### config.mk
export PLATFORM = sky130hd
export DESIGN_NAME = mux2to1
export DESIGN_NICKNAME = d
export VERILOG_FILES = /design/src/rtl/mux2to1.sv
export SDC_FILE = /design/constraint.sdc
export NUM_CORES = 1
export LEC_CHECK = 0
export CAP_MARGIN = 40
export CORE_AREA = 2 2 39 41
export CTS_BUF_LIST = sky130_fd_sc_hd__clkbuf_4 sky130_fd_sc_hd__clkbuf_8 sky130_fd_sc_hd__clkbuf_16
export DETAILED_ROUTE_END_ITERATION = 10
export DIE_AREA = 0 0 41 43
export GPL_ROUTABILITY_DRIVEN = 0
export GPL_TIMING_DRIVEN = 0
export MAX_ROUTING_LAYER = met4
export PLACE_DENSITY = 0.74
export SYNTH_ARGS = -nofsm -noshare
export SYNTH_HDL_FRONTEND = slang
export SYNTH_SLANG_ARGS = --single-unit
### constraint.sdc
create_clock -name sys_clk -period 1.7 [get_ports sys_clk]
set_input_delay 0.425 -clock sys_clk [delete_from_list [all_inputs] [get_ports sys_clk]]
set_output_delay 0.425 -clock sys_clk [all_outputs]
set_load 0.01 [all_outputs]
### src/rtl/mux2to1.sv
// -----------------------------------------------------------------------------
// mux2to1
//   Parameterised 2:1 data multiplexer. Provides a purely combinational
//   result, a registered copy of that result, and select-line activity
//   monitoring for debug.
//
// Parameters
//   WIDTH      data width of in1, in2, out and out_reg
//   CNT_W      width of the saturating select-change counter (1..32)
//
// Ports
//   sys_clk    system clock, rising edge
//   sys_rst_n  asynchronous active-low reset
//   in1        data source A, selected when sel=1
//   in2        data source B, selected when sel=0
//   sel        select line (assumed synchronous to sys_clk)
//   clr_cnt    synchronous clear of sel_cnt, active high
//   out        combinational mux result
//   out_reg    out registered on sys_clk (1-cycle latency)
//   sel_chg    one-cycle pulse when sampled sel differs from previous sample
//   sel_cnt    saturating count of detected sel changes
// -----------------------------------------------------------------------------
module mux2to1 #(
   parameter int unsigned WIDTH = 1,
   parameter int unsigned CNT_W = 8
) (
   input  logic             sys_clk,
   input  logic             sys_rst_n,
   input  logic [WIDTH-1:0] in1,
   input  logic [WIDTH-1:0] in2,
   input  logic             sel,
   input  logic             clr_cnt,
   output logic [WIDTH-1:0] out,
   output logic [WIDTH-1:0] out_reg,
   output logic             sel_chg,
   output logic [CNT_W-1:0] sel_cnt
);

   logic sel_d;    // sel sampled on the previous edge
   logic primed;   // set once sel_d holds a real sample rather than its reset value
   logic chg;      // change condition seen at the upcoming edge
   logic cnt_full; // counter at its saturation value

   // Combinational path: independent of clock and reset.
   assign out = sel ? in1 : in2;

   // Without primed, the reset value of sel_d would fake a change on the
   // first edge whenever sel=1 at reset release.
   assign chg      = primed & (sel ^ sel_d);
   assign cnt_full = &sel_cnt;

   always_ff @(posedge sys_clk or negedge sys_rst_n) begin
      if (!sys_rst_n) begin
         out_reg <= '0;
         sel_d   <= 1'b0;
         primed  <= 1'b0;
         sel_chg <= 1'b0;
         sel_cnt <= '0;
      end else begin
         out_reg <= out;
         sel_d   <= sel;
         primed  <= 1'b1;
         sel_chg <= chg;
         // Clear wins over increment; the pulse on sel_chg is unaffected.
         if (clr_cnt) begin
            sel_cnt <= '0;
         end else if (chg && !cnt_full) begin
            sel_cnt <= sel_cnt + 1'b1;
         end
      end
   end

endmodule

==> results.json <==
{
  "status": "finished, final reports clean",
  "crit_buf_inv": 1,
  "synth_compound_area_share_pct": 14.1,
  "cts.sinks": 12,
  "cp_max_fo": 5,
  "syn_inst": 50,
  "synthArstFlopShare_pct": 100,
  "viasPerCell": 5.52,
  "h-tree-depth": 1,
  "path_delay_family": "buffers and inverters",
  "synth_top_area_cell": "dfrtp_1",
  "rows": 14,
  "holdPathStages": 1,
  "start_util_pct": 39.7,
  "avgRoutedWirePerCell_um": 13.0,
  "synth_top_family_by_area": "simple AND/OR/NAND/NOR gates",
  "grt_max_degree": 13,
  "max_cap_viol_count": 0,
  "grt_use_total_pct": 15.7,
  "worst_slew_pin_slew_ps": 544,
  "avgSynthCellArea_um2": 11.0,
  "ios": 17,
  "pre_cts_ws_ps": -514,
  "cp-start-kind": "flip-flop",
  "cts_tree": "done",
  "swShare_pct": 22.7,
  "io_buffers": 15,
  "syn_nets": 57,
  "p_int_w": 0.000463,
  "slew_headroom_pct": 63.6,
  "cts_made_buffers": 3,
  "slew_viol_final": 0,
  "dr.pass1.iters": 6,
  "crit_cells": 1,
  "yosys.area.top_type_share_pct": 54.7,
  "crit_chain": "clkdlybuf4s50_1",
  "clockBufferDepth": 2,
  "synth_flop_cell": "dfrtp_1",
  "power_frac_seq_pct": 50.0,
  "fin_ws_ps": 34.0,
  "p_switching_w": 0.000136,
  "register_area_um2": 302,
  "hold_ws_ps": 473,
  "cp.arrival_ps": 1240,
  "die_area_mm2": 0.00176,
  "first_global_vias": 439,
  "fin_crit_ps": 1670,
  "synth.most_common_cell": "dfrtp_1",
  "critical_path_class": "flip-flop to output pin",
  "setup_viol": 0,
  "ir_drop_v": 0.000359,
  "grt-ovfl-total": 0,
  "drt_iter0_drc": 9,
  "required_ps": 1270,
  "max_freq_mhz": 600,
  "ys_seq_elements": 12,
  "synthAdderAreaFrac_pct": 2.28,
  "ys_seq_area_share_pct": 54.7,
  "mappedNetlistArea_um2": 549,
  "muxShareOfSynthArea_pct": 5.92,
  "synthTopCellsByCount": "dfrtp_1 (12), a211oi_1 (4), nor2_1 (4), a31oi_1 (3), nand4_1 (3)",
  "final_nets": 84,
  "antenna_cells": 0,
  "synth_edf_count": 0,
  "critPathSlowestCell": "clkdlybuf4s50_1",
  "min_path_type": "input pin to flip-flop",
  "core_area_mm2": 0.00138,
  "fp.dieH_um": 43,
  "finalClockSkew_ps": 4.59,
  "p_leak_nw": 0.376,
  "ant_nets": 0,
  "top_register": "sel_cnt",
  "multi_input_area_um2": 241,
  "endpoint_kind": "output pin",
  "min_period_over_period_pct": 98.0,
  "vias": 508,
  "clkPwrFrac_pct": 38.2,
  "drc": 0,
  "wirelength_mm": 1.20,
  "grt_first_pass_wirelength_mm": 1.75,
  "yosys_warnings": 0,
  "ys_top_cells_by_area": "dfrtp_1 (55%), a211oi_1 (5.5%), mux2_1 (4.1%), a31oi_1 (3.4%), nand4_1 (3.4%)",
  "clkLatencyLatePin_ps": 270,
  "combinationalPowerShare_pct": 11.8,
  "finalHoldViolCount": 0,
  "synth.distinct_cells": 23,
  "area_delta_synth_final_pct": 47.4,
  "antenna_found_initial": 0,
  "fillCellCount": 129,
  "slowest_delay_ps": 560,
  "clock-root-buffer": "clkbuf_4",
  "drive_above_1_share_pct": 19.7,
  "power_density_mw_per_mm2": 740,
  "reg2regPathDepth": 6,
  "largest_reg_flops": 8,
  "synthXorXnorAreaFrac_pct": 3.19,
  "fp.dieW_um": 41,
  "clkTransAtPathRegs_ps": 80,
  "synthSimpleGateAreaFrac_pct": 17.1
}
-- per-stage QoR --
stage / setup TNS, ps / cells / power (W) / cell area (um^2) / util [%]
floorplan: 0 / 50 / 0.000335 / 549 / -
global placement: -1300 / 81 / 0.000371 / 719 / 52.0
detailed placement: -1730 / 81 / 0.000375 / 719 / 52.0
CTS: 0 / 88 / 0.000605 / 773 / 55.9
global route: -19.8 / 92 / 0.000627 / 810 / 58.5
finish: 0 / 92 / 0.000599 / 810 / 58.5
-- cell usage in the layout (no fill, tap or decap), types with 2 or more instances in the layout --
master | synthesis | final
xor2_1 | 2 | 2
a211oi_1 | 4 | 4
clkdlybuf4s50_1 | 0 | 12
buf_4 | 1 | 8
nand4_1 | 3 | 3
nor3_1 | 2 | 2
a31oi_1 | 3 | 3
nand3_1 | 2 | 2
and2_1 | 2 | 2
dfrtp_1 | 12 | 11
nor2_1 | 4 | 4
clkbuf_4 | 0 | 3
nand2_1 | 2 | 2
-- worst register-to-register path, delay by kind of cell (launching register included) --
family	cells	cell delay (ps)
fa+ha+maj	1	200
compound gates	1	330
simple gates	2	210
buf+inv	1	120
mux	1	220
flops	1	350
-- final cells by class --
type	count	area share (%)
Buffer	2	1.39
Clock buffer	4	4.48
Multi-Input combinational cell	36	29.8
Sequential cell	12	37.2
Tap cell	16	2.47
Timing Repair Buffer	22	24.6
-- final timing paths --
| kind | slack (ps) | to | start |
|---|---|---|---|
| max | 30 | sel_cnt[5] | sel_cnt[5]$_DFFE_PN0P_ |
| min | 470 | sel_d$_DFF_PN0_ | sel |
| max reg2reg | 150 | sel_cnt[1]$_DFFE_PN0P_ | sel_cnt[0]$_DFFE_PN0P_ |
| min reg2reg | 530 | sel_cnt[3]$_DFFE_PN0P_ | sel_cnt[3]$_DFFE_PN0P_ |
| max in group asynchronous | 800 | sel_cnt[3]$_DFFE_PN0P_ | sys_rst_n |
| min in group asynchronous | 500 | sel_cnt[0]$_DFFE_PN0P_ | sys_rst_n |
-- repair_timing --
item                                    in CTS  in global routing
endpoints found under the setup margin       6                  4
hold buffers                                 0                  0
setup buffers                                3                  4
pin swaps                                    0                  0
gates resized for setup                      6                  3
hold endpoints to repair                     0                  0
-- power groups by stage --
stage / registers, W / clock network (W) / logic (W)
after floorplan: 0.000311 / 0 / 0.0000238
after global placement: 0.000307 / 0 / 0.0000642
after detailed placement: 0.000309 / 0 / 0.0000661
after CTS: 0.000300 / 0.000235 / 0.0000697
after global routing: 0.000302 / 0.000246 / 0.0000785
final: 0.000300 / 0.000229 / 0.0000707
-- layer usage --
| metal | wire, um | vias to the layer above | share of wire (%) | GRT usage (%) |
|---|---|---|---|---|
| met1 | 457 | 237 | 38 | 17.7 |
| met4 | 19 | 0 | 1.6 | 10.0 |
| met2 | 647 | 29 | 54 | 24.1 |
| met5 | 0 | - | 0 | - |
| li1 | - | 236 | - | - |
| met3 | 71 | 6 | 5.9 | 3.14 |
-- cells by family (layout without fill, tap and decap cells) --
family                     after synthesis  in the layout
adders and majority gates                1              1
buffers and inverters                    2             28
other                                    1              1
xor gates and xnor gates                 2              2
and+or+nand+nor                         18             18
DFF                                     12             12
AOI/OAI and AO/OA                       11             11
muxes                                    3              3
Power figures use the tool's default switching activity.
